==> src/rtl/parking_pkg.sv <==
// Shared definitions for the parking fee calculator slice.
package parking_pkg;

    localparam int unsigned TIMER_W              = 11;
    localparam int unsigned NUM_SLOTS_DEF        = 4;
    localparam int unsigned TICKS_PER_UNIT_DEF   = 60;
    localparam int unsigned RATE_DEF             = 10;
    localparam int unsigned GRACE_DEF            = 15;
    localparam int unsigned FEE_W_DEF            = 16;

    typedef enum logic {
        IDLE = 1'b0,
        CALC = 1'b1
    } state_t;

endpackage

==> src/rtl/parking_fee_calc_if.sv <==
// Event inputs and occupancy/fee outputs of the parking fee calculator.
interface parking_fee_calc_if
    import parking_pkg::*;
#(
    parameter int unsigned NUM_SLOTS = NUM_SLOTS_DEF,
    parameter int unsigned FEE_W     = FEE_W_DEF
);
    localparam int unsigned ID_W  = $clog2(NUM_SLOTS);
    localparam int unsigned CNT_W = $clog2(NUM_SLOTS + 1);

    logic [TIMER_W-1:0]   i_timer;
    logic                 i_car_in;
    logic                 i_car_out;
    logic [ID_W-1:0]      i_slot_id;
    logic [NUM_SLOTS-1:0] o_occupied;
    logic [CNT_W-1:0]     o_free_count;
    logic                 o_full;
    logic                 o_busy;
    logic [FEE_W-1:0]     o_fee;
    logic [ID_W-1:0]      o_fee_slot;
    logic                 o_fee_valid;
    logic                 o_err;

    modport slave (
        input  i_timer, i_car_in, i_car_out, i_slot_id,
        output o_occupied, o_free_count, o_full, o_busy,
        output o_fee, o_fee_slot, o_fee_valid, o_err
    );

    modport master (
        output i_timer, i_car_in, i_car_out, i_slot_id,
        input  o_occupied, o_free_count, o_full, o_busy,
        input  o_fee, o_fee_slot, o_fee_valid, o_err
    );

endinterface

==> src/rtl/fee_divider.sv <==
// Turns an elapsed tick count into a fee by repeated subtraction of one
// billable unit per clock, carrying the slot tag through to the result.
//
// state | meaning
// IDLE  | waiting for start
// CALC  | one unit consumed per edge; result published when remainder is 0
module fee_divider
    import parking_pkg::*;
#(
    parameter int unsigned TICKS_PER_UNIT = TICKS_PER_UNIT_DEF,
    parameter int unsigned RATE           = RATE_DEF,
    parameter int unsigned GRACE          = GRACE_DEF,
    parameter int unsigned FEE_W          = FEE_W_DEF,
    parameter int unsigned TAG_W          = 2
)(
    input  logic               i_clk,
    input  logic               i_reset,
    input  logic               i_start,
    input  logic [TIMER_W-1:0] i_dur,
    input  logic [TAG_W-1:0]   i_tag,
    output logic               o_busy,
    output logic               o_done,
    output logic [FEE_W-1:0]   o_fee,
    output logic [TAG_W-1:0]   o_tag
);
    localparam logic [FEE_W-1:0]   FEE_MAX = '1;
    localparam logic [TIMER_W-1:0] UNIT    = TIMER_W'(TICKS_PER_UNIT);

    state_t             r_state;
    state_t             w_state_nxt;
    logic [TIMER_W-1:0] r_rem;
    logic [FEE_W-1:0]   r_acc;
    logic [TAG_W-1:0]   r_tag;
    logic [31:0]        w_sum;
    logic [FEE_W-1:0]   w_acc_sat;

    // Saturating accumulate; done in 32 bits so a RATE wider than the fee still clamps.
    always_comb begin
        w_sum     = 32'(r_acc) + RATE;
        w_acc_sat = (w_sum > 32'(FEE_MAX)) ? FEE_MAX : w_sum[FEE_W-1:0];
    end

    // Next-state decode.
    always_comb begin
        w_state_nxt = r_state;
        case (r_state)
            IDLE:    if (i_start) w_state_nxt = CALC;
            CALC:    if (r_rem == '0) w_state_nxt = IDLE;
            default: w_state_nxt = IDLE;
        endcase
    end

    // State register.
    always_ff @(posedge i_clk) begin
        if (i_reset) r_state <= IDLE;
        else         r_state <= w_state_nxt;
    end

    // Remainder/accumulator datapath and result registers.
    always_ff @(posedge i_clk) begin
        if (i_reset) begin
            r_rem  <= '0;
            r_acc  <= '0;
            r_tag  <= '0;
            o_fee  <= '0;
            o_tag  <= '0;
            o_done <= 1'b0;
        end else begin
            o_done <= 1'b0;
            if (r_state == IDLE) begin
                if (i_start) begin
                    r_rem <= (32'(i_dur) <= GRACE) ? '0 : i_dur;
                    r_acc <= '0;
                    r_tag <= i_tag;
                end
            end else if (r_rem == '0) begin
                o_fee  <= r_acc;
                o_tag  <= r_tag;
                o_done <= 1'b1;
            end else begin
                r_acc <= w_acc_sat;
                r_rem <= (r_rem >= UNIT) ? r_rem - UNIT : '0;
            end
        end
    end

    assign o_busy = (r_state == CALC);

endmodule

==> src/rtl/parking_fee_calc.sv <==
// Slot occupancy tracking with entry time stamps; exits hand the elapsed
// tick count to fee_divider. Illegal events only raise a one-cycle err.
module parking_fee_calc
    import parking_pkg::*;
#(
    parameter int unsigned NUM_SLOTS      = NUM_SLOTS_DEF,
    parameter int unsigned TICKS_PER_UNIT = TICKS_PER_UNIT_DEF,
    parameter int unsigned RATE           = RATE_DEF,
    parameter int unsigned GRACE          = GRACE_DEF,
    parameter int unsigned FEE_W          = FEE_W_DEF
)(
    input logic               i_clk,
    input logic               i_reset,
    parking_fee_calc_if.slave bus
);
    localparam int unsigned ID_W  = $clog2(NUM_SLOTS);
    localparam int unsigned CNT_W = $clog2(NUM_SLOTS + 1);

    logic [NUM_SLOTS-1:0] r_occupied;
    logic [NUM_SLOTS-1:0] w_occ_nxt;
    logic [TIMER_W-1:0]   r_entry [NUM_SLOTS];
    logic [CNT_W-1:0]     r_free_count;
    logic                 r_full;
    logic                 r_err;
    logic                 w_id_ok;
    logic                 w_occ_sel;
    logic                 w_event;
    logic                 w_acc_in;
    logic                 w_acc_out;
    logic                 w_busy;
    logic [TIMER_W-1:0]   w_dur;

    function automatic logic [CNT_W-1:0] count_free(input logic [NUM_SLOTS-1:0] occ);
        logic [CNT_W-1:0] n;
        n = '0;
        for (int i = 0; i < int'(NUM_SLOTS); i++)
            if (!occ[i]) n = n + CNT_W'(1);
        return n;
    endfunction

    // Event qualification: only one event at a time, in-range slot, idle divider.
    always_comb begin
        w_id_ok   = (32'(bus.i_slot_id) < NUM_SLOTS);
        w_occ_sel = w_id_ok ? r_occupied[bus.i_slot_id] : 1'b0;
        w_event   = bus.i_car_in | bus.i_car_out;
        w_acc_in  = bus.i_car_in & ~bus.i_car_out & ~w_busy & w_id_ok & ~w_occ_sel;
        w_acc_out = bus.i_car_out & ~bus.i_car_in & ~w_busy & w_id_ok & w_occ_sel;
        w_dur     = bus.i_timer - r_entry[bus.i_slot_id];
    end

    // Occupancy after this edge, so free_count/full can be registered alongside it.
    always_comb begin
        w_occ_nxt = r_occupied;
        if (w_acc_in)  w_occ_nxt[bus.i_slot_id] = 1'b1;
        if (w_acc_out) w_occ_nxt[bus.i_slot_id] = 1'b0;
    end

    // Slot state, entry stamps and error pulse.
    always_ff @(posedge i_clk) begin
        if (i_reset) begin
            r_occupied   <= '0;
            r_free_count <= CNT_W'(NUM_SLOTS);
            r_full       <= 1'b0;
            r_err        <= 1'b0;
            for (int i = 0; i < int'(NUM_SLOTS); i++) r_entry[i] <= '0;
        end else begin
            r_occupied   <= w_occ_nxt;
            r_free_count <= count_free(w_occ_nxt);
            r_full       <= &w_occ_nxt;
            r_err        <= w_event & ~(w_acc_in | w_acc_out);
            if (w_acc_in) r_entry[bus.i_slot_id] <= bus.i_timer;
        end
    end

    fee_divider #(
        .TICKS_PER_UNIT (TICKS_PER_UNIT),
        .RATE           (RATE),
        .GRACE          (GRACE),
        .FEE_W          (FEE_W),
        .TAG_W          (ID_W)
    ) u_fee_divider (
        .i_clk   (i_clk),
        .i_reset (i_reset),
        .i_start (w_acc_out),
        .i_dur   (w_dur),
        .i_tag   (bus.i_slot_id),
        .o_busy  (w_busy),
        .o_done  (bus.o_fee_valid),
        .o_fee   (bus.o_fee),
        .o_tag   (bus.o_fee_slot)
    );

    assign bus.o_occupied   = r_occupied;
    assign bus.o_free_count = r_free_count;
    assign bus.o_full       = r_full;
    assign bus.o_busy       = w_busy;
    assign bus.o_err        = r_err;

endmodule

==> src/flat_wrapper.sv <==
// flat-port wrapper written by rule: the top's interface ports become plain ports
module parking_fee_calc_flat import parking_pkg::*;
#(
    parameter int unsigned NUM_SLOTS      = NUM_SLOTS_DEF,
    parameter int unsigned TICKS_PER_UNIT = TICKS_PER_UNIT_DEF,
    parameter int unsigned RATE           = RATE_DEF,
    parameter int unsigned GRACE          = GRACE_DEF,
    parameter int unsigned FEE_W          = FEE_W_DEF
)
  (i_clk, i_reset, bus_i_timer, bus_i_car_in, bus_i_car_out, bus_i_slot_id, bus_o_occupied, bus_o_free_count, bus_o_full, bus_o_busy, bus_o_fee, bus_o_fee_slot, bus_o_fee_valid, bus_o_err);
  parking_fee_calc_if #(.NUM_SLOTS(NUM_SLOTS), .FEE_W(FEE_W)) bus_i ();
  input logic i_clk;
  input logic i_reset;
  input wire logic [$bits(bus_i.i_timer)-1:0] bus_i_timer;
  input wire logic [$bits(bus_i.i_car_in)-1:0] bus_i_car_in;
  input wire logic [$bits(bus_i.i_car_out)-1:0] bus_i_car_out;
  input wire logic [$bits(bus_i.i_slot_id)-1:0] bus_i_slot_id;
  output wire logic [$bits(bus_i.o_occupied)-1:0] bus_o_occupied;
  output wire logic [$bits(bus_i.o_free_count)-1:0] bus_o_free_count;
  output wire logic [$bits(bus_i.o_full)-1:0] bus_o_full;
  output wire logic [$bits(bus_i.o_busy)-1:0] bus_o_busy;
  output wire logic [$bits(bus_i.o_fee)-1:0] bus_o_fee;
  output wire logic [$bits(bus_i.o_fee_slot)-1:0] bus_o_fee_slot;
  output wire logic [$bits(bus_i.o_fee_valid)-1:0] bus_o_fee_valid;
  output wire logic [$bits(bus_i.o_err)-1:0] bus_o_err;
  assign bus_i.i_timer = bus_i_timer;
  assign bus_i.i_car_in = bus_i_car_in;
  assign bus_i.i_car_out = bus_i_car_out;
  assign bus_i.i_slot_id = bus_i_slot_id;
  assign bus_o_occupied = bus_i.o_occupied;
  assign bus_o_free_count = bus_i.o_free_count;
  assign bus_o_full = bus_i.o_full;
  assign bus_o_busy = bus_i.o_busy;
  assign bus_o_fee = bus_i.o_fee;
  assign bus_o_fee_slot = bus_i.o_fee_slot;
  assign bus_o_fee_valid = bus_i.o_fee_valid;
  assign bus_o_err = bus_i.o_err;
  parking_fee_calc #(.NUM_SLOTS(NUM_SLOTS), .TICKS_PER_UNIT(TICKS_PER_UNIT), .RATE(RATE), .GRACE(GRACE), .FEE_W(FEE_W)) u_core (.i_clk(i_clk), .i_reset(i_reset), .bus(bus_i));
endmodule
==> config.mk <==
export PLATFORM = sky130hd
export DESIGN_NAME = parking_fee_calc_flat
export DESIGN_NICKNAME = d
export VERILOG_FILES = /design/src/rtl/parking_pkg.sv /design/src/rtl/parking_fee_calc_if.sv /design/src/rtl/fee_divider.sv /design/src/rtl/parking_fee_calc.sv /design/src/flat_wrapper.sv
export SDC_FILE = /design/constraint.sdc
export NUM_CORES = 1
export LEC_CHECK = 0
export ABC_CLOCK_PERIOD_IN_PS = 4900
export CORE_MARGIN = 2
export CORE_UTILIZATION = 58
export CTS_CLUSTER_DIAMETER = 100
export DETAILED_ROUTE_END_ITERATION = 8
export GPL_TIMING_DRIVEN = 0
export MAX_ROUTING_LAYER = met4
export PLACE_DENSITY = 0.77
export SYNTH_ARGS = -nofsm -noshare
export SYNTH_HDL_FRONTEND = slang
export SYNTH_HIERARCHICAL = 1
export SYNTH_SLANG_ARGS = --single-unit
==> constraint.sdc <==
create_clock -name i_clk -period 4.9 [get_ports i_clk]
set_input_delay 0.98 -clock i_clk [delete_from_list [all_inputs] [get_ports i_clk]]
set_output_delay 0.98 -clock i_clk [all_outputs]
set_load 0.05 [all_outputs]
### Word-level counts from Yosys, hierarchy flattened

Memories as Yosys holds them, arrays and structs flattened.
Cells that the tools add are included.

* flip-flop bits (word level): 58
* bits in writable memories: 44
* bits of input ports: 17
* output and inout bits: 29
* logic and storage cells: 84
* memories: 1

Memory list
* u_core.r_entry: words 4, width 11, rd ports 1, clocked after Yosys merged registers in 0, wr ports 4, RTL line parking_fee_calc.sv:21 `logic [TIMER_W-1:0] r_entry [NUM_SLOTS];`

* add/subtract/negate cells: 6
* magnitude comparators: 5
* equality and inequality tests: 1
* mux-type cells: 34
* bitwise operators: 17
* reductions and logical operators: 9

Operators with widths (count)
* 11-bit two-way mux: 6
* 16-bit two-way mux: 4
* 32-bit by 16-bit > comparator with 1-bit output, second input constant: 1
* 3-bit two-way mux: 6
* 16-bit by 4-bit adder with 17-bit output, second input constant: 1
* 1-bit two-way mux: 12
* 11-bit by 6-bit greater-or-equal comparator with 1-bit output, second input constant: 1
* 11-bit by 4-bit <= comparator with 1-bit output, second input constant: 1
* 11-bit zero test: 1
* 11-bit OR reduction: 1
* 11-bit subtractor: 1
* 11-bit by 6-bit subtractor with 11-bit output, second input constant: 1
* 3-bit by 1-bit adder with 3-bit output, second input constant: 3
* 4-bit two-way mux: 2
* 1-bit bitwise AND: 7
* 2-bit AND reduction: 3
* 1-bit NOT: 5
* 4-bit bitwise AND: 1
* 4-bit NOT: 1
* 4-bit OR: 1
* 4-bit AND reduction: 1
* 2-bit by 3-bit less-than comparator with 1-bit output, second input constant: 1
* 1-bit binary-select mux with 2-bit select: 1
* 1-bit demux with 2-bit select: 1
* other kinds (8): 9

### Logic depth before layout (Yosys ltp)

Gate-level depths: netlist of the first run.

* depth after elaboration: 18
* gate-level depth with buffers: 16
* mapped depth without buffers: 14

### Cells and area by module

The synthesis of the first run kept the hierarchy.

Modules (own cells, without submodules)
* parking_fee_calc: instances 1, cells each 248, area an instance 2972.9 µm², seq. area each 1501.4 µm²
* fee_divider: instances 1, cells each 314, area an instance 2463.6 µm², seq. area each 980.9 µm²

### Least setup slack after synthesis of the first run

OpenSTA, ideal clock, no wires.

* path kind: input to register
* start point: in bus_i_slot_id[0]
* end point: reg u_core.u_fee_divider.r_rem[2]
* arrival: 4010 ps
* path slack: 794 ps
* stages on the path: 15
* buffers on the path: 2
* path through: buf_1 -> buf_2 -> mux4_2 -> inv_1 -> ha_1 -> a21o_1 -> a21oi_1 -> nor2_1 -> a311o_1 -> a21oi_1 -> xnor2_1 -> nor3_1 -> nand2_1 -> a31oi_1 -> a221oi_1

* word-level cells in the longest chain between the ends: 6
* elaborated cells on any way between the ends: 11

RTL lines
* from (decl): RTL line flat_wrapper.sv:17 `input wire logic [$bits(bus_i.i_slot_id)-1:0] bus_i_slot_id;`
* memory 4 x 11 bit
* 11-bit subtractor: RTL line parking_fee_calc.sv:48 `w_dur = bus.i_timer - r_entry[bus.i_slot_id];`
* named net u_core.w_dur[10]: RTL line parking_fee_calc.sv:31 `logic [TIMER_W-1:0] w_dur;`
* 11-bit by 4-bit <= comparator with 1-bit output: RTL line fee_divider.sv:72 `r_rem <= (32'(i_dur) <= GRACE) ? '0 : i_dur;`
* 11-bit two-way mux: RTL line fee_divider.sv:72
* 11-bit two-way mux: RTL line fee_divider.sv:71 `if (i_start) begin`
* 11-bit two-way mux: RTL line fee_divider.sv:70 `if (r_state == IDLE) begin`
* to (signal assigned): RTL line fee_divider.sv:72
* to (signal assigned): RTL line fee_divider.sv:82 `r_rem <= (r_rem >= UNIT) ? r_rem - UNIT : '0;`
* to (decl): RTL line fee_divider.sv:31 `logic [TIMER_W-1:0] r_rem;`

The timed path passes the listed nets, and every way through them passes these cells. The select of a mux whose other input is x is not followed.
A chain may end at the register's enable or synchronous reset.

### Worst setup path in the final report of the first run

* start point: in bus_i_slot_id[0]
* end point: reg u_core.u_fee_divider.r_rem[10]

* word-level cells in the longest chain between the ends: 6
* elaborated cells on any way between the ends: 11

RTL lines (RTL line)
* memory 4 x 11 bit *
* 11-bit subtractor *: parking_fee_calc.sv:48
* named net u_core.w_dur[10]: parking_fee_calc.sv:31
* 11-bit by 4-bit <= comparator with 1-bit output: fee_divider.sv:72
* 11-bit two-way mux *: fee_divider.sv:72
* 11-bit two-way mux *: fee_divider.sv:71
* 11-bit two-way mux *: fee_divider.sv:70

The timed path passes the listed nets; every way through them passes the cells marked *. The select of a mux whose other input is x is not followed.

==> flow_summary.yaml, run 1 <==
status:
  status: "completed"
placement:
  place_congestion: 0.885
  place.port_buffers: 45
  place_hpwl_um: 9270
die:
  die_area_um2: 10200
  initial_core_util_pct: 59.4
  core_area_um2: 9150
  rows: 35
  die_x_um: 101
  die_h_um: 101
  io_pins: 46
route:
  ant_nets: 0
  dr.pass1.iters: 5
  drc: 0
  drt-initial-drc-count: 171
  vias: 4423
  drt_wl_total_um: 12700
  drt-wirelength-per-cell_um: 17.4
  via_per_inst: 6.03
synthesis:
  ys.flop_type: "dfxtp_1"
  synthTopCellsByArea: "edfxtp_1 24%, dfxtp_1 21%, mux4_2 5.0%"
  yosysTopAreaCellShare_pct: 24.3
  synth_area_um2: 5440
  synth_cells: 562
  synth_most_common_cell: "nand2_1"
  avgSynthCellArea_um2: 9.67
  syn_nets: 598
  synth_edf_count: 44
  ys_async_sr_fraction_pct: 0
  seq_area_frac_synth_pct: 45.7
  synth-seq-cells: 102
  synthTopCellsByCount: "59 x nand2_1, 58 x dfxtp_1, 44 x edfxtp_1"
  synth_top_cell_by_area: "edfxtp_1"
  synth_cell_types: 66
  yosys_warnings: 6
clocking:
  root_buffer: "clkbuf_8"
  postCtsHoldBufs: 0
  clk_latency_ns: 0.37
  clkTransAtPathRegs_ns: 0.10
  clock_path_buffers: 2
  cts_tree: "built"
  cts_max_level: 3
  cts_sinks: 102
  post_cts_buffers: 0
  ctsResizeCount: 0
  cts_buffers: 9
setup_path:
  end_kind: "flip-flop"
  startpoint_type: "input pin"
  critPathKind: "input pin to flip-flop"
  crit_path_max_fanout: 10
  critPathArrivalTime_ns: 4.89
  required_ns: 5.14
global_routing:
  grt-ovfl-total: 0
  antenna_found_initial: 0
  grt_pass1_wl_um: 20900
  grt_max_degree: 19
  grt_pass1_vias: 4432
  grt_use_total_pct: 27.3
sta:
  final_max_slew_viol_count: 0
  finalSetupViolations: 0
  relSlewSlack_pct: 59.4
  hold_viol: 0
  post-route-period-util_pct: 94.9
  fin_crit_ns: 4.65
  rsz0062_at_grt: "no"
  skew_ns: 0.00801
  maxClockFrequency_ghz: 0.215
  worst_pin_slew_ns: 0.604
finish:
  nets: 653
  syn_to_final_growth_pct: 14.2
  n_antenna_cell: 0
  fin_util_pct: 67.9
  final_layout_size_suffix_gt1_share_pct: 9.49
power_and_ir_drop:
  power_density_nw_per_um2: 319
  leakagePower_nw: 2.43
  power_mw: 1.98
  peakVddDrop_uv: 290
flow_run:
  drv_cap: 0
hold_path:
  hold_class: "flip-flop to flip-flop"
path summary, 6_finish.rpt:
kind	startpoint	endpoint	slack (ns)	cells after the start
max	bus_i_slot_id[0]	u_core/u_fee_divider/r_rem[10]	0.25	17
min	u_core/u_fee_divider/o_fee[4]	u_core/u_fee_divider/o_fee[4]	0.46	2
max reg2reg	u_core/r_entry[3][2]	u_core/u_fee_divider/r_rem[10]	1.72	13
min reg2reg	u_core/u_fee_divider/o_fee[4]	u_core/u_fee_divider/o_fee[4]	0.46	2
kinds of logic (layout without fill, tap and decap cells):
| logic type | after synthesis | in the layout | share of synthesized area [%] |
|---|---|---|---|
| buf+inv | 59 | 119 | 4.58 |
| mux | 16 | 16 | 5.73 |
| compound gates | 122 | 122 | 14.9 |
| simple gates | 225 | 225 | 21.5 |
| fa+ha+maj | 19 | 19 | 4.51 |
| flops | 102 | 102 | 45.7 |
| xor+xnor | 19 | 19 | 3.20 |
layout by cell type (no fill, tap or decap), drive strengths merged, types with 4 or more instances in the layout:
cell type and n:
nand2 59, dfxtp 58, clkdlybuf4s50 45, edfxtp 44, a21oi 44, nor2 38, and3 34, clkbuf 34
inv 27, nand3 25, o21ai 22, ha 18, xnor2 13, mux4 12, nand2b 12, nor3 12
and2 11, nor2b 11, buf 10, a211oi 8, nor4 8, a21o 7, xor2 6, a31oi 5
a22oi 4
stage by stage:
step / hold WS (ns) / std cells / setup slack (ns) / area, um2 / TNS, ns
3_5_place_dp: 0.446 / 718 / -0.389 / 6030 / -1.82
2_1_floorplan: 0.436 / 562 / 0.794 / 5440 / 0
6_report: 0.456 / 733 / 0.249 / 6210 / 0
5_1_grt: 0.476 / 733 / 0.0138 / 6210 / 0
4_1_cts: 0.459 / 734 / 0.0155 / 6210 / 0
3_3_place_gp: 0.441 / 718 / -0.337 / 6030 / -1.51
state kept, by name, summed over array words and instances (netlist names):
name	flops
u_core/bus.o_err	1
u_core/bus.o_free_count	3
u_core/r_entry	44
u_core/bus.o_full	1
u_core/u_fee_divider/o_fee	16
u_core/u_fee_divider/o_busy	1
u_core/bus.o_occupied	4
u_core/u_fee_divider/r_acc	16
u_core/u_fee_divider/o_done	1
u_core/u_fee_divider/o_tag	2
u_core/u_fee_divider/r_tag	2
u_core/u_fee_divider/r_rem	11
power breakdown:
| group | total, mW | internal [mW] | switching (mW) |
|---|---|---|---|
| logic | 0.521 | 0.198 | 0.322 |
| clock network | 0.503 | 0.205 | 0.298 |
| registers | 0.956 | 0.932 | 0.0248 |
| total | 1.98 | 1.34 | 0.646 |
critical path, cell delays in order:
cell and delay (ns):
clkdlybuf4s50_1 0.57, clkbuf_2 0.27, clkbuf_4 0.32, mux4_2 0.27, ha_1 0.16, inv_1 0.05
fa_1 0.40, a21o_1 0.18, a21oi_1 0.22, nor2_1 0.11, a311o_1 0.35, a21oi_1 0.21
xnor2_1 0.12, o21ai_0 0.32, nand2_1 0.11, a21oi_1 0.18, a211oi_1 0.06
final cells by class:
type	count	area [um2]
plain buffers	33	155
clock buffers	11	141
clock inverters	5	43.8
fillers	733	2940
inverters	25	93.8
multi-input cells	401	2710
flip-flops and latches	102	2480
well taps	111	139
repair buffers	45	450
layer usage:
layer  wire length, um  vias up  GRT usage [%]
met5                 0        -              -
met4               218        0           8.54
met3               659       19           4.92
met2              6420      123           47.5
met1              5440     2131           32.2
li1                  -     2150              -
No activity file was read; power rests on OpenSTA's default activity.
==> run 2: changes to the inputs <==
GPL_ROUTABILITY_DRIVEN = 0   (was not set)
==> run 2 against run 1 <==
Setup slack improved by 0.11 ns. Non-clock buffer count unchanged. Combinational power decreased by 1%. Clock skew increased by 0.0035 ns. Register-to-register slack about the same. Clock power increased by 1%. Count of clock-buffer cells in the layout decreased by 2. Sequential power about the same. Global-route usage decreased by 0.66 points. Sequential share of layout area about the same. Die area unchanged. Routed wire length decreased by 3.2%.
==> flow_summary.yaml, run 2 (synthesis gave the netlist of run 1 again) <==
placement:
  placed_cells: 718
  place_hpwl_um: 8990
  place_area_um2: 6030
  place.port_buffers: 45
  pre_cts_ws_ns: -0.448
finish:
  largest_reg_flops: 44
  top_regs: "u_core/r_entry: 44 flops, u_core/u_fee_divider/o_fee: 16 flops, u_core/u_fee_divider/r_acc: 16 flops"
  fin_cells: 733
  layout.cells.most_common_list: "59 x nand2_1, 58 x dfxtp_1, 45 x clkdlybuf4s50_1"
  final_layout_size_suffix_gt1_share_pct: 9.65
  syn_to_final_growth_pct: 14.3
  n_antenna_cell: 0
  fin_area_um2: 6210
  nets: 653
  top_register: "u_core/r_entry"
  final_common_cell: "nand2_1"
power_and_ir_drop:
  clockPowerShare_pct: 25.7
  pwr-share-comb_pct: 26.0
  power_mw: 1.98
  seqPwrFrac_pct: 48.3
  peakVddDrop_uv: 201
  p_sw_uw: 655
  power_density_nw_per_um2: 319
  p_sw_share_pct: 33.1
  leakagePower_nw: 2.43
  p_int_mw: 1.33
route:
  drt_wl_total_um: 12300
  via_per_inst: 5.98
  dr.pass1.iters: 5
  vias: 4386
  ant_nets: 0
  drt-initial-drc-count: 237
  drc: 0
  drt-wirelength-per-cell_um: 16.8
setup_path:
  required_ns: 5.13
  end_kind: "flip-flop"
  crit_path_max_fanout: 10
  critPathKind: "input pin to flip-flop"
  startpoint_type: "input pin"
  critPathArrivalTime_ns: 4.77
sta:
  hold_viol: 0
  finalSetupViolations: 0
  skew_ns: 0.0115
  relSlewSlack_pct: 62.3
  hold_slack_ns: 0.458
  rsz0062_at_grt: "no"
  fin_ws_ns: 0.362
  fin_crit_ns: 4.54
  maxClockFrequency_ghz: 0.220
  final_max_slew_viol_count: 0
  post-route-period-util_pct: 92.6
  worst_pin_slew_ns: 0.561
global_routing:
  antenna_found_initial: 0
  grt-ovfl-total: 0
  grt_pass1_vias: 4340
  grt_pass1_wl_um: 20600
  grt_use_total_pct: 26.6
  grt_max_degree: 20
clocking:
  cts_sinks: 102
  cts_buffers: 9
  cts_tree: "built"
  postCtsHoldBufs: 0
  clk_latency_ns: 0.37
  cts_max_level: 3
  clock_path_buffers: 2
  post_cts_buffers: 0
  clkTransAtPathRegs_ns: 0.10
  root_buffer: "clkbuf_8"
die:
  die_h_um: 101
  die_area_um2: 10200
  io_pins: 46
  die_x_um: 101
  core_area_um2: 9150
  initial_core_util_pct: 59.4
  rows: 35
hold_path:
  hold_class: "flip-flop to flip-flop"
status:
  status: "completed"
flow_run:
  drv_cap: 0
[run 2: cell types whose count changed in the layout (fill, tap and decap cells not counted)]
cell / previous run / this run
inv_6: 1 / 3
buf_6: 1 / 2
clkbuf_1: 18 / 17
clkbuf_4: 1 / 0
clkbuf_8: 10 / 9
clkinv_2: 0 / 1
clkinv_4: 1 / 0
clkinvlp_4: 2 / 1
inv_8: 1 / 2
[run 2: area by class of cell]
class                           count  area, um2
Fill cell                         724       2940
Multi-Input combinational cell    401       2710
Sequential cell                   102       2480
Timing Repair Buffer               45        450
Buffer                             33        159
Tap cell                          111        139
Clock buffer                        9        124
Inverter                           25       93.8
Clock inverter                      7       61.3
[run 2: through the flow]
stage               utilization [%]  TNS [ns]
floorplan                         -         0
detailed placement             65.8     -2.14
global route                   67.9         0
finish                         67.9         0
CTS                            67.8         0
global placement               65.8     -1.56
[run 2: metal layers]
metal / up-vias / global-route usage, % / part of all wire (%)
met5: - / - / 0
met4: 0 / 8.01 / 1.3
met3: 14 / 5.48 / 6.1
met2: 145 / 43.2 / 50
met1: 2082 / 33.8 / 43
li1: 2145 / - / -
[run 2: path summary, 6_finish.rpt]
| kind | from | endpoint | slack, ns | depth (start not counted) |
|---|---|---|---|---|
| max | bus_i_slot_id[0] | u_core/u_fee_divider/r_rem[2] | 0.36 | 16 |
| min | u_core/u_fee_divider/o_fee[3] | u_core/u_fee_divider/o_fee[3] | 0.46 | 2 |
| max reg2reg | u_core/r_entry[3][1] | u_core/u_fee_divider/r_rem[2] | 1.71 | 13 |
| min reg2reg | u_core/u_fee_divider/o_fee[3] | u_core/u_fee_divider/o_fee[3] | 0.46 | 2 |
[run 2: worst max-delay path, stage by stage]
cell	delay, ns
clkdlybuf4s50_1	0.57
clkbuf_2	0.27
buf_6	0.22
mux4_2	0.52
inv_1	0.11
ha_1	0.23
nor2b_1	0.13
o21a_1	0.17
o21ai_0	0.28
a21oi_1	0.18
mux2i_1	0.18
o2111ai_1	0.20
nor3_1	0.24
nand2_1	0.14
a31oi_1	0.24
a221oi_1	0.10
[run 2: timing repair]
item,CTS,global route
hold endpoints to repair,0,0
endpoints found under the setup margin,3,5
gates resized for setup,1,2
[run 2: power groups by stage]
stage	sequential [mW]	combinational (mW)	clock (mW)
4_1_cts	0.957	0.514	0.522
5_1_grt	0.962	0.567	0.564
3_5_place_dp	0.976	0.512	0
2_1_floorplan	1.03	0.322	0
3_3_place_gp	0.973	0.500	0
6_report	0.957	0.515	0.509
==> run 3: changes to the inputs <==
CORE_UTILIZATION = 30   (was 58)
PLACE_DENSITY = 0.44   (was 0.77)
==> run 3 against run 2 <==
Combinational power increased by 1%. Global-route usage shrank 11 points. Final area rose by 3.9%. Critical path type unchanged. Highest routed layer unchanged.
==> flow_summary.yaml, run 3 (synthesis gave the netlist of run 1 again) <==
placement:
  place_hpwl_um: 10400
  place.port_buffers: 45
setup_path:
  end_kind: "flip-flop"
  path_cells: "clkdlybuf4s50_1 -> buf_2 -> mux4_2 -> ha_1 -> inv_1 -> fa_1 -> a21o_1 -> a21oi_1 -> nor2_1 -> a311o_1 -> a21oi_1 -> xnor2_1 -> nor3_1 -> nand2_1 -> a31oi_1 -> a221oi_1"
  startpoint_type: "input pin"
  crit_end: "u_core/u_fee_divider/r_rem[3]"
  slowest_delay_ns: 0.59
  reg2reg_to: "u_core/u_fee_divider/r_rem[3]"
  ff2ff_setup_slack_ns: 1.69
  required_ns: 5.15
  rr_worst_depth: 13
  critPathArrivalTime_ns: 4.77
  critPathKind: "input pin to flip-flop"
  cpMaxStageDelayCell: "clkdlybuf4s50_1"
  cp_common_cell: "a21oi_1"
  reg2reg_from: "u_core/r_entry[2][1]"
  crit_path_max_fanout: 19
  crit_path_start: "bus_i_slot_id[1]"
route:
  drt-initial-drc-count: 278
  top_layer: "met4"
  m1WireLength_um: 7050
  drt-wirelength-per-cell_um: 16.9
  vias: 4328
  wl_met2_um: 6840
  wl_met3_um: 329
  via_per_inst: 5.09
  drc: 0
  ant_nets: 0
  drt_wl_total_um: 14300
  dr.pass1.iters: 7
finish:
  top_regs: "u_core/r_entry: 44 flops, u_core/u_fee_divider/o_fee: 16 flops, u_core/u_fee_divider/r_acc: 16 flops"
  largest_reg_flops: 44
  fillers: 1794
  layout.cells.most_common_list: "59 x nand2_1, 58 x dfxtp_1, 44 x clkdlybuf4s50_1, 44 x edfxtp_1, 43 x a21oi_1"
  seq_area_um2: 2480
  final_common_cell: "nand2_1"
  top_register: "u_core/r_entry"
  final_layout_size_suffix_gt1_share_pct: 9.34
  multi_input_area_um2: 2710
  nets: 652
  n_antenna_cell: 0
  syn_to_final_growth_pct: 18.8
global_routing:
  grt-ovfl-total: 0
  grt_pass1_vias: 4251
  antenna_found_initial: 0
  grt_pass1_wl_um: 23300
  grt_use_total_pct: 15.6
  grt_max_degree: 20
clocking:
  clk_latency_ns: 0.35
  clkTransAtPathRegs_ns: 0.07
  clock_path_buffers: 2
  cts_max_level: 3
  cts_tree: "built"
  root_buffer: "clkbuf_16"
  post_cts_buffers: 0
  cts_sinks: 102
  postCtsHoldBufs: 0
  cts_buffers: 9
sta:
  relSlewSlack_pct: 60.8
  worst_pin_slew_ns: 0.584
  final_max_slew_viol_count: 0
  rsz0062_at_grt: "no"
  hold_slack_ns: 0.455
  finalSetupViolations: 0
  hold_viol: 0
  fin_crit_ns: 4.53
  maxClockFrequency_ghz: 0.221
  post-route-period-util_pct: 92.4
  skew_ns: 0.0106
hold_path:
  min_from: "u_core/u_fee_divider/o_fee[15]"
  hold_class: "flip-flop to flip-flop"
die:
  die_x_um: 139
  io_pins: 46
  initial_core_util_pct: 30.5
  core_area_um2: 17800
  rows: 49
  die_area_um2: 19200
  die_h_um: 139
power_and_ir_drop:
  leakagePower_nw: 2.49
  power_mw: 2.19
  peakVddDrop_uv: 172
  power_density_nw_per_um2: 340
flow_run:
  drv_cap: 0
status:
  status: "completed"
run 3: cell count changes in the layout (fill, tap and decap cells not counted):
| cell | before | now |
|---|---|---|
| buf_6 | 2 | 1 |
| inv_4 | 0 | 1 |
| clkbuf_16 | 0 | 9 |
| inv_6 | 3 | 2 |
| clkinvlp_4 | 1 | 0 |
| dlymetal6s2s_1 | 0 | 1 |
| buf_4 | 2 | 3 |
| clkbuf_1 | 17 | 18 |
| clkbuf_8 | 9 | 2 |
| clkbuf_2 | 5 | 4 |
| clkdlybuf4s50_1 | 45 | 44 |
| inv_8 | 2 | 0 |
run 3: critical path: cells and delay by family:
kind,cells,cell delay (ns)
compound gates,6,1.36
buf+inv,3,1.05
fa+ha+maj,2,0.57
simple gates,3,0.33
mux,1,0.28
xor+xnor,1,0.19
run 3: cell type report:
cell class | count | area share [%]
clock inverters | 4 | 0.446
well taps | 229 | 4.44
flip-flops and latches | 102 | 38.4
plain buffers | 32 | 2.33
inverters | 25 | 1.45
multi-input cells | 401 | 41.9
clock buffers | 12 | 3.97
repair buffers | 45 | 7.02
run 3: through the flow:
stage	setup WS, ns	std cells	util, %	instance area (um2)	setup TNS (ns)
2_1_floorplan	0.794	562	-	5440	0
3_3_place_gp	-0.525	836	34.6	6170	-2.85
3_5_place_dp	-0.540	836	34.6	6170	-2.83
4_1_cts	0.128	850	36.2	6450	0
5_1_grt	0.0379	850	36.2	6460	0
6_report	0.375	850	36.2	6460	0
run 3: metal layers:
layer / up-vias / GRT usage, %
li1: 2150 / -
met1: 2092 / 21.2
met2: 79 / 24.8
met3: 7 / 2.11
met4: 0 / 4.36
met5: - / -
run 3: report_power, final:
group	leakage, nW	total (mW)	switching, mW	internal, mW
Clock	0.144	0.712	0.336	0.377
Sequential	0.927	0.957	0.0255	0.932
Combinational	1.42	0.522	0.324	0.198
Total	2.49	2.19	0.686	1.51
run 3: what timing repair did:
| action | in CTS | in global routing |
|---|---|---|
| hold endpoints to repair | 0 | 0 |
| setup endpoints to repair | 5 | 5 |
| resized for setup | 1 | 1 |
| pin swaps | 0 | 0 |
run 3: how the worst min path moves through the flow:
stage                                           endpoint  cells after the start
after floorplan            u_core/u_fee_divider/r_tag[0]                      2
after CTS                 u_core/u_fee_divider/o_fee[15]                      2
final                     u_core/u_fee_divider/o_fee[15]                      2
after global routing      u_core/u_fee_divider/o_fee[15]                      2
after global placement     u_core/u_fee_divider/r_tag[1]                      2
after detailed placement  u_core/u_fee_divider/o_fee[15]                      2
==> edit (settings of run 3) <==
Change the package constant `FEE_W_DEF` from 16 to 14.
--- a/src/rtl/parking_pkg.sv
+++ b/src/rtl/parking_pkg.sv
@@ -6,7 +6,7 @@
     localparam int unsigned TICKS_PER_UNIT_DEF   = 60;
     localparam int unsigned RATE_DEF             = 10;
     localparam int unsigned GRACE_DEF            = 15;
-    localparam int unsigned FEE_W_DEF            = 16;
+    localparam int unsigned FEE_W_DEF            = 14;
 
     typedef enum logic {
         IDLE = 1'b0,
Ports: changed (resized bus_o_fee); port bits go from 46 to 44. The function was not compared with the original's and may differ.
==> edit against run 3 <==
Critical endpoint unchanged. Total power shrank 0.38%. Via count up 1.5%. Worst setup slack got worse by 0.032 ns. Largest cell class unchanged. Clock skew fell by 0.0025 ns. Combinational power increased by 4.2%. Synthesized area is 0.44% lower. Fmax shrank 0.71%. Sequential cell count decreased by 4. Utilization is 0.098 points lower. Synthesized cell count up 1.6%. Routed wire length increased by 1.1%. Cell area down 0.27%.
==> edit: results (changes against run 3) <==
metric,value,unit,change
outcome,"finished, final reports clean",,
syn_nets,607,,+1.5%
global_route_wire_length_before_repair,23.3,mm,+0.21%
finalCritPeriodShare,93.0,%,+0.66 points
count_of_nets_after_finishing,660,,+1.2%
cp_data_arrival_time,4.77,ns,about the same
detailroute.via_count,4391,,+1.5%
layout-drive-gt1-share,9.54,%,+0.20 points
via_count_of_the_first_global_routing_pass,4333,,+1.9%
port_buffers,43,,-4.4%
maxSlewHeadroom,48.0,%,-13 points
first_pass_iters,4,,-3
dr.first_iter.drc_count,224,,-19%
cellLeakagePower,0.00248,uW,-0.10%
worst-r2r-cell-count,16,,+3
globalRouteTotalUtil,15.9,%,+0.23 points
synth_cell_types,65,,-1.5%
worst_clock_skew,0.00808,ns,-0.00252 ns
sequential_area_share_after_synthesis,44.4,%,-1.3 points
synth.area.top_cells,"sky130_fd_sc_hd__edfxtp_1, sky130_fd_sc_hd__dfxtp_1, sky130_fd_sc_hd__mux4_2",,
drt-total-wl,14.5,mm,+1.1%
dp.final_hpwl,10.6,mm,+1.5%
ir_drop,0.194,mV,+12%
netSwitchingFraction,30.9,%,-0.38 points
biggest_regs,"u_core/r_entry: 44 flops, u_core/u_fee_divider/o_fee: 14 flops, u_core/u_fee_divider/r_acc: 14 flops",,
post_synth_most_frequent_cells,"sky130_fd_sc_hd__dfxtp_1, sky130_fd_sc_hd__a21oi_1, sky130_fd_sc_hd__nand2_1",,
## edit: changes by cell type after synthesis, moves of 3 or more
cell,delta
sky130_fd_sc_hd__buf_2,+4
sky130_fd_sc_hd__xnor2_1,-4
sky130_fd_sc_hd__o21ai_0,+9
sky130_fd_sc_hd__a211oi_1,+8
sky130_fd_sc_hd__nor3_1,+4
sky130_fd_sc_hd__dfxtp_1,-4
sky130_fd_sc_hd__a21oi_1,+10
sky130_fd_sc_hd__nor2_1,+3
sky130_fd_sc_hd__nor4_1,-4
sky130_fd_sc_hd__nand2_1,-10
## edit: cell type report
cell class / instances / area [sq um]
Buffer: 36 / 180
Sequential cell: 98 / 2400
Clock inverter: 6 / 65.1
Multi-Input combinational cell: 410 / 2750
Inverter: 26 / 97.6
Fill cell: 1797 / 11400
Timing Repair Buffer: 43 / 433
Clock buffer: 10 / 229
Tap cell: 229 / 287
## edit: kinds of logic after synthesis
logic type / Yosys count / synth area share [%]
adders and majority gates: 19 / 4.53
and+or+nand+nor: 220 / 21.1
DFF: 98 / 44.4
buffers and inverters: 63 / 4.90
xor gates and xnor gates: 14 / 2.40
AOI/OAI and AO/OA: 144 / 17.5
muxes: 13 / 5.18
## edit: metal layers
layer  wire, um  vias up  share of wire (%)  track usage, %
li1           -     2185                  -               -
met5          0        -                  0               -
met2       7230       83                 50            26.7
met1       6550     2109                 45            19.6
met3        552       14                3.8            3.33
met4        160        0                1.1            3.97
## edit: timing repair
item                       in CTS  in global routing
hold buffers                    0                  0
buffers inserted                0                  0
setup endpoints to repair       4                  4
resized for setup               2                  6
pin swaps                       0                  0
## edit: path summary, 6_finish.rpt
kind | from | end | slack, ns
min reg2reg | u_core/u_fee_divider/o_fee[4] | u_core/u_fee_divider/o_fee[4] | 0.46
max | bus_i_slot_id[1] | u_core/u_fee_divider/r_rem[3] | 0.34
min | u_core/u_fee_divider/o_fee[4] | u_core/u_fee_divider/o_fee[4] | 0.46
max reg2reg | u_core/r_entry[1][0] | u_core/u_fee_divider/r_rem[3] | 1.55
## edit: per-stage QoR
| stage | instance area, sq um | power (uW) | worst slack (ns) | std cells |
|---|---|---|---|---|
| after global routing | 6440 | 2320 | 0.0239 | 858 |
| after detailed placement | 6130 | 1490 | -0.727 | 843 |
| after CTS | 6420 | 2220 | 0.00825 | 858 |
| after global placement | 6130 | 1480 | -0.781 | 843 |
| after floorplan | 5410 | 1330 | 0.710 | 571 |
| final | 6440 | 2180 | 0.342 | 858 |
## edit: power groups by stage
stage / Combinational (uW) / Clock (uW) / Sequential (uW)
detailed placement: 548 / 0 / 940
CTS: 551 / 748 / 922
finish: 544 / 719 / 921
floorplan: 339 / 0 / 995
global placement: 544 / 0 / 939
global route: 605 / 785 / 927
